File: src/rtl/uart_tx_dois_bytes_pkg.sv
// Shared definitions for the two-byte UART pair (RX and TX): FSM encoding and timing defaults.
// The state numbering matches the receiver so both decode identically in debug views.
package uart_tx_dois_bytes_pkg;

    typedef enum logic [2:0] {
        OCIOSO  = 3'b000,
        START   = 3'b001,
        DADOS   = 3'b010,
        STOP    = 3'b011,
        LIMPEZA = 3'b100
    } estado_t;

    localparam int CLOCKS_POR_BIT_PADRAO = 5209;  // 50 MHz / 9600 baud
    localparam int CONTADOR_W            = 13;

endpackage

File: src/rtl/uart_tx_dois_bytes.sv
// UART 8N1 transmitter, LSB first, idle high. One accepted start sends one byte,
// or two bytes back-to-back with no idle gap between them.
module uart_tx_dois_bytes
    import uart_tx_dois_bytes_pkg::*;
#(
    parameter int CLOCKS_POR_BIT = CLOCKS_POR_BIT_PADRAO
) (
    input  logic       clock,
    input  logic       reset,
    input  logic       iniciarEnvio,
    input  logic       enviarDoisBytes,
    input  logic [7:0] primeiroByte,
    input  logic [7:0] segundoByte,
    output logic       bitSerialSaida,
    output logic       transmissaoAtiva,
    output logic       transmissaoConcluida
);

    localparam logic [CONTADOR_W-1:0] CONT_FIM = CONTADOR_W'(CLOCKS_POR_BIT - 1);

    estado_t               estado_q;
    logic [CONTADOR_W-1:0] cont_q;
    logic [2:0]            indice_q;
    logic                  sel_q;
    logic                  dois_q;
    logic [7:0]            byte0_q;
    logic [7:0]            byte1_q;
    logic                  linha_q;
    logic                  ativa_q;
    logic                  concluida_q;

    logic [7:0] byte_atual;
    logic       fim_bit;

    assign byte_atual = sel_q ? byte1_q : byte0_q;
    assign fim_bit    = (cont_q == CONT_FIM);

    assign bitSerialSaida       = linha_q;
    assign transmissaoAtiva     = ativa_q;
    assign transmissaoConcluida = concluida_q;

    // Outputs are written alongside the state so the line level always matches the state being entered.
    always_ff @(posedge clock or posedge reset) begin
        if (reset) begin
            estado_q    <= OCIOSO;
            cont_q      <= '0;
            indice_q    <= '0;
            sel_q       <= 1'b0;
            dois_q      <= 1'b0;
            byte0_q     <= '0;
            byte1_q     <= '0;
            linha_q     <= 1'b1;
            ativa_q     <= 1'b0;
            concluida_q <= 1'b0;
        end else begin
            case (estado_q)
                OCIOSO: begin
                    cont_q      <= '0;
                    concluida_q <= 1'b0;
                    if (iniciarEnvio) begin
                        byte0_q  <= primeiroByte;
                        byte1_q  <= segundoByte;
                        dois_q   <= enviarDoisBytes;
                        sel_q    <= 1'b0;
                        indice_q <= '0;
                        estado_q <= START;
                        linha_q  <= 1'b0;
                        ativa_q  <= 1'b1;
                    end else begin
                        linha_q <= 1'b1;
                        ativa_q <= 1'b0;
                    end
                end
                START: begin
                    if (fim_bit) begin
                        cont_q   <= '0;
                        indice_q <= '0;
                        estado_q <= DADOS;
                        linha_q  <= byte_atual[0];
                    end else begin
                        cont_q <= cont_q + 1'b1;
                    end
                end
                DADOS: begin
                    if (fim_bit) begin
                        cont_q <= '0;
                        if (indice_q == 3'd7) begin
                            estado_q <= STOP;
                            linha_q  <= 1'b1;
                        end else begin
                            indice_q <= indice_q + 3'd1;
                            linha_q  <= byte_atual[indice_q + 3'd1];
                        end
                    end else begin
                        cont_q <= cont_q + 1'b1;
                    end
                end
                STOP: begin
                    if (fim_bit) begin
                        cont_q <= '0;
                        // Second byte follows the first stop bit directly.
                        if (!sel_q && dois_q) begin
                            sel_q    <= 1'b1;
                            indice_q <= '0;
                            estado_q <= START;
                            linha_q  <= 1'b0;
                        end else begin
                            estado_q    <= LIMPEZA;
                            linha_q     <= 1'b1;
                            concluida_q <= 1'b1;
                        end
                    end else begin
                        cont_q <= cont_q + 1'b1;
                    end
                end
                LIMPEZA: begin
                    estado_q    <= OCIOSO;
                    linha_q     <= 1'b1;
                    ativa_q     <= 1'b0;
                    concluida_q <= 1'b0;
                end
                default: begin
                    estado_q    <= OCIOSO;
                    cont_q      <= '0;
                    indice_q    <= '0;
                    sel_q       <= 1'b0;
                    linha_q     <= 1'b1;
                    ativa_q     <= 1'b0;
                    concluida_q <= 1'b0;
                end
            endcase
        end
    end

endmodule
File: config.mk
export PLATFORM = sky130hd
export DESIGN_NAME = uart_tx_dois_bytes
export DESIGN_NICKNAME = d
export VERILOG_FILES = /design/src/rtl/uart_tx_dois_bytes_pkg.sv /design/src/rtl/uart_tx_dois_bytes.sv
export SDC_FILE = /design/constraint.sdc
export NUM_CORES = 1
export LEC_CHECK = 0
export CAP_MARGIN = 20
export CORE_ASPECT_RATIO = 0.9
export CORE_UTILIZATION = 55
export CTS_BUF_LIST = sky130_fd_sc_hd__clkbuf_4 sky130_fd_sc_hd__clkbuf_8
export DETAILED_ROUTE_END_ITERATION = 16
export GPL_TIMING_DRIVEN = 1
export HOLD_SLACK_MARGIN = 0.05
export PLACE_DENSITY = 0.78
export SETUP_SLACK_MARGIN = 0.05
export SYNTH_ARGS = -nofsm -noshare
export SYNTH_HDL_FRONTEND = slang
export SYNTH_SLANG_ARGS = --single-unit
File: constraint.sdc
create_clock -name clock -period 2.1 [get_ports clock]
set_input_delay 0.525 -clock clock [delete_from_list [all_inputs] [get_ports clock]]
set_output_delay 0.525 -clock clock [all_outputs]
set_load 0.01 [all_outputs]
# Word-level counts from Yosys, hierarchy flattened
# Index checks and enable logic that the tools add are counted.
[classes]
mux = 35
eq_ne = 14
addsub = 2
bitwise = 3
n_reduce_logical = 12
magnitude_cmp = 1
[op_table]
columns = ["operator", "count"]
rows = [
  ["$mux 3", 12],
  ["$pmux 13 s2", 1],
  ["$ne 2x2->1 const B", 8],
  ["$pmux 3 s5", 1],
  ["$add 13x1->13 const B", 1],
  ["$eq 13x13->1 const B", 1],
  ["$mux 1", 13],
  ["$mux 13", 1],
  ["$pmux 3 s4", 1],
  ["$mux 8", 1],
  ["$reduce_and 7->1", 1],
  ["$eq 3x2->1 const B", 2],
  ["$eq 3x3->1 const B", 2],
  ["$reduce_and 3->1", 2],
  ["$reduce_or 3->1", 2],
  ["$reduce_and 5->1", 1],
  ["$lt 3x4->1 const B", 1],
  ["$pmux 1 s2", 2],
  ["$pmux 1 s4", 1],
  ["$reduce_and 4->1", 1],
  ["$add 3x1->3 const B", 1],
  ["$bmux 1 s3", 1],
  ["$eq 3x1->1 const B", 1],
  ["$logic_not 3->1", 1],
  ["6 further kinds", 8],
]
[totals]
elab_cells = 77
inputBits = 20
regBits = 40

# Depth between registers and ports, before layout
# Gate-level depths: netlist of the first run.
[depth]
depth_word = 6
mapped_depth = 8
ltp_nobuf = 7

# Worst setup path before layout of the first run
# Ideal clock, no wire load.
[synth_timing]
path_type = "register to register"
startpoint = "register indice_q[0]"
endpoint = "register linha_q (netlist: bitSerialSaida)"
slack_ps = 384
t_arrival_ps = 1622
stages_incl_launch_ff = 8
t_required_ps = 2006
path_cell_list = "dfrtp_1 > ha_1 > ha_1 > nand3_1 > o22ai_1 > a311o_1 > o21bai_1 > a21oi_1"
[synth_between]
elab_chain_len = 6
[synth_lines]
columns = ["item", "line", "source"]
rows = [
  ["start: declaration", "uart_tx_dois_bytes.sv:23", "logic [2:0] indice_q;"],
  ["start signal: assignment", "uart_tx_dois_bytes.sv:91", "indice_q <= indice_q + 3'd1;"],
  ["$add 3x1->3", "uart_tx_dois_bytes.sv:92", "linha_q <= byte_atual[indice_q + 3'd1];"],
  ["$bmux 1 s3", "uart_tx_dois_bytes.sv:92", ""],
  ["$mux 1 (implied by the code)", "uart_tx_dois_bytes.sv:92", ""],
  ["$mux 1 *", "uart_tx_dois_bytes.sv:87", "if (indice_q == 3'd7) begin"],
  ["$mux 1 *", "uart_tx_dois_bytes.sv:85", "if (fim_bit) begin"],
  ["$pmux 1 s4 *", "uart_tx_dois_bytes.sv:56", "case (estado_q)"],
  ["end signal: assignment", "uart_tx_dois_bytes.sv:79", "linha_q <= byte_atual[0];"],
  ["end signal: assignment", "uart_tx_dois_bytes.sv:92", ""],
  ["end: declaration", "uart_tx_dois_bytes.sv:28", "logic linha_q;"],
]
# Every way passes the cells marked *; elsewhere a longest branch is shown, timed or not. The select of a mux whose other input is x is not followed.
# A chain may end at the register's enable or synchronous reset.

# Worst setup path in the final report of the first run
[layout_timing]
startpoint = "register cont_q[2]"
endpoint = "register indice_q[0]"
[layout_between]
elab_chain_len = 3
[layout_lines]
columns = ["item", "line", "source"]
rows = [
  ["start: declaration", "uart_tx_dois_bytes.sv:22", "logic [CONTADOR_W-1:0] cont_q;"],
  ["start signal: assignment", "uart_tx_dois_bytes.sv:81", "cont_q <= cont_q + 1'b1;"],
  ["start signal: assignment", "uart_tx_dois_bytes.sv:95", "cont_q <= cont_q + 1'b1;"],
  ["start signal: assignment", "uart_tx_dois_bytes.sv:113", "cont_q <= cont_q + 1'b1;"],
  ["$eq 13x13->1 *", "uart_tx_dois_bytes.sv:36", "assign fim_bit = (cont_q == CONT_FIM);"],
  ["$ne 2x2->1 (no source line)", "-", ""],
  ["$reduce_and 7->1 (no source line) *", "-", ""],
]
# Every way passes the cells marked *; elsewhere a longest branch is shown, timed or not.

==> out/qor.yml, run 1 <==
finish:
  drive_above_1_share: 0.209
  layout_commonest_cell: "dfrtp_1"
  diodes: 0
  area_growth_syn_to_layout_pct: 18.8
  fillers: 241
  seqCellArea_mm2: 0.00100
  layout_common_cells: "dfrtp_1 (39), clkdlybuf4s50_1 (22), mux2_2 (17)"
  final_util: 0.705
  multi_input_area_mm2: 0.00100
  fin_nets: 235
yosys:
  yosysWarningCount: 0
  yosys.area.top_type: "dfrtp_1"
  synthCells: 180
  netlist.area_leader.share: 0.473
  synth_ff_type: "dfrtp_1"
  yosysSeqAreaShare: 0.485
  synth_nets: 204
  netlist_area_mm2: 0.00206
  async_flop_share: 1.00
  ys_seq_elements: 40
  ys_types: 48
  ys_top_cells_by_area: "dfrtp_1 (47%), mux2_2 (9.3%), mux4_2 (3.3%), nand2_1 (2.5%), nor2_1 (2.5%)"
  syn_avg_cell_area_um2: 11.5
  synth_edf_count: 0
clocking:
  cts-root-buf: "clkbuf_8"
  cts_tree: "done"
  htreeDepth: 2
  post_cts_buffers: 0
  clk_latency_ns: 0.28
  clock_path_buffers: 2
  cts_resized: 0
  cts_buffers: 5
  hold_buffers: 0
  cts.sinks: 40
  clk_pin_slew_ns: 0.07
detailed_routing:
  routed_wl_um: 4030
  drc: 0
  top_layer: "met4"
  wl_met3_um: 127
  initialDrtViolationCount: 145
  wl_per_cell_um: 15.8
  ant_nets: 0
  wirelength_met1_um: 1940
  via_per_inst: 5.91
  drt_first_pass_iters: 4
  vias: 1506
  dr_wl_met2_um: 1880
worst_setup_path:
  crit_path_top_delay_cell: "dfrtp_1"
  worstPathArrival_ns: 2.10
  worstSetupEndpointType: "flop"
  slowest_delay_ns: 0.44
  rr_startpoint: "cont_q[2]$_DFFE_PP0N_"
  worst_r2r_endpoint: "indice_q[0]$_DFFE_PP0P_"
  crit_chain: "nor4b_2, nand4_1, o31a_1, o21bai_4, mux2_4"
  critPathMaxFanout: 6
  r2r_setup_slack_ns: 0.17
  start_kind: "flop"
  r2r_cells: 5
  critical_path_class: "reg -> reg"
  cp.required_ns: 2.27
floorplan:
  initial_core_util: 0.594
  die_y_um: 60.1
  die_w_um: 66.6
  die_area_mm2: 0.00400
  io_pins: 23
  core_mm2: 0.00348
  num_rows: 20
power:
  peakVddDrop_uv: 494
  leakage_nw: 1.07
  p_per_area_mw_per_mm2: 554
sta:
  finalCritPeriodShare: 0.920
  finalSetupViolCount: 0
  fin_tns_setup_ns: 0
  fin_crit_ns: 1.93
  slew_headroom: 0.588
  worstMarginPinSlew_ns: 0.613
  slew_viol_final: 0
  hold_viol_final: 0
  finClkSkew_ns: 0.00316
  fmax_ghz: 0.518
  rsz0062_at_grt: "no"
outcome:
  status: "complete, no violations"
global_route:
  grt_pass1_wl_um: 6900
  grt_pass1_vias: 1514
  grt_max_degree: 19
  antenna_found_initial: 0
  grt_use_total: 0.237
  overflow: 0
flow_run:
  cap_viol_max_count: 0
worst_hold_path:
  min_path_type: "reg -> reg"
  holdPathEnd: "byte0_q[5]$_DFFE_PP0P_"
  whs_path_depth: 1
  hold_start: "byte0_q[5]$_DFFE_PP0P_"
placed_design:
  hpwl_um: 3090
  gp_congestion: 0.816
  portBuffers: 22
registers in the layout, summed over array words and instances (netlist names):
name	cells
sel_q	1
transmissaoConcluida	1
bitSerialSaida	1
cont_q	13
transmissaoAtiva	1
indice_q	3
byte1_q	8
byte0_q	8
dois_q	1
estado_q	3
cell usage after synthesis (2+ instances only):
library cell and count:
dfrtp_1 39, mux2_2 17, nand2_1 14, nor2_1 14, a21oi_1 8, inv_1 8
nand3_1 6, xor2_1 6, buf_2 5, ha_1 4, mux2i_1 4, a31oi_1 3
and3_1 3, mux4_2 3, xnor2_1 3, a211oi_1 2, a22o_1 2, and2_1 2
nand2b_1 2, nand4_1 2, nor2b_1 2, nor3b_1 2, nor4_1 2, nor4b_2 2
o21ai_0 2
worst max-delay path, delay by kind of cell, from the launching register on:
kind / cells / cell delay, ns
AO/OA/AOI/OAI: 2 / 0.54
multiplexers: 1 / 0.25
AND/OR/NAND/NOR: 2 / 0.59
flip-flops: 1 / 0.44
kinds of logic after synthesis:
kind of cell             after synthesis  synth area share
AND/OR/NAND/NOR                       61             0.178
flip-flops                            40             0.485
AO/OA/AOI/OAI                         27            0.0940
multiplexers                          25             0.152
buffers and inverters                 14            0.0285
XOR/XNOR                               9            0.0382
adder cells (fa/ha/maj)                4            0.0242
report_power, final:
| group | switching, mW | internal [mW] | total, mW |
|---|---|---|---|
| sequential | 0.00941 | 0.787 | 0.796 |
| combinational | 0.0285 | 0.0533 | 0.0818 |
| clock | 0.242 | 0.239 | 0.481 |
through the flow:
stage               cells  setup WS, ns  hold slack (ns)  total power, mW  cell area (µm²)
global route          255        0.0517            0.527             1.41             2450
floorplan             180         0.384            0.457            0.843             2060
global placement      248         0.133            0.486            0.888             2370
detailed placement    248        0.0681            0.494            0.894             2370
finish                255         0.168            0.506             1.36             2450
CTS                   255         0.179            0.510             1.37             2450
area by class of cell:
class | instances | share of cell area
Multi-Input combinational cell | 126 | 0.409
Sequential cell | 40 | 0.409
Timing Repair Buffer | 30 | 0.114
Clock buffer | 6 | 0.0311
Tap cell | 44 | 0.0224
Inverter | 8 | 0.0122
Clock inverter | 1 | 0.00204
metal layers:
metal | vias up | track usage
met5 | - | 0
met2 | 25 | 0.365
met1 | 764 | 0.327
met3 | 10 | 0.0496
met4 | 0 | 0.0973
li1 | 707 | -
how the worst max path moves through the flow:
stage / from / to / slack, ns
after floorplan: indice_q[0]$_DFFE_PP0P_ / bitSerialSaida$_DFFE_PP1P_ / 0.38
after global placement: iniciarEnvio / indice_q[0]$_DFFE_PP0P_ / 0.13
after detailed placement: iniciarEnvio / bitSerialSaida$_DFFE_PP1P_ / 0.07
after CTS: cont_q[2]$_DFFE_PP0N_ / indice_q[0]$_DFFE_PP0P_ / 0.18
after global routing: cont_q[2]$_DFFE_PP0N_ / indice_q[0]$_DFFE_PP0P_ / 0.05
final: cont_q[2]$_DFFE_PP0N_ / indice_q[0]$_DFFE_PP0P_ / 0.17
(Power assumes the default switching activity.)
==> run 2, diff against run 1 <==
Settings changed: SKIP_CTS_REPAIR_TIMING from default to 1.
==> results of run 2 <==
Same layout as run 1: the final DEF is identical, and so are final timing and power.
==> run 3, diff against run 2 <==
Settings changed: CTS_CLUSTER_DIAMETER from default to 30.
==> results of run 3 <==
Same layout as run 1: the final DEF is identical, and so are final timing and power.
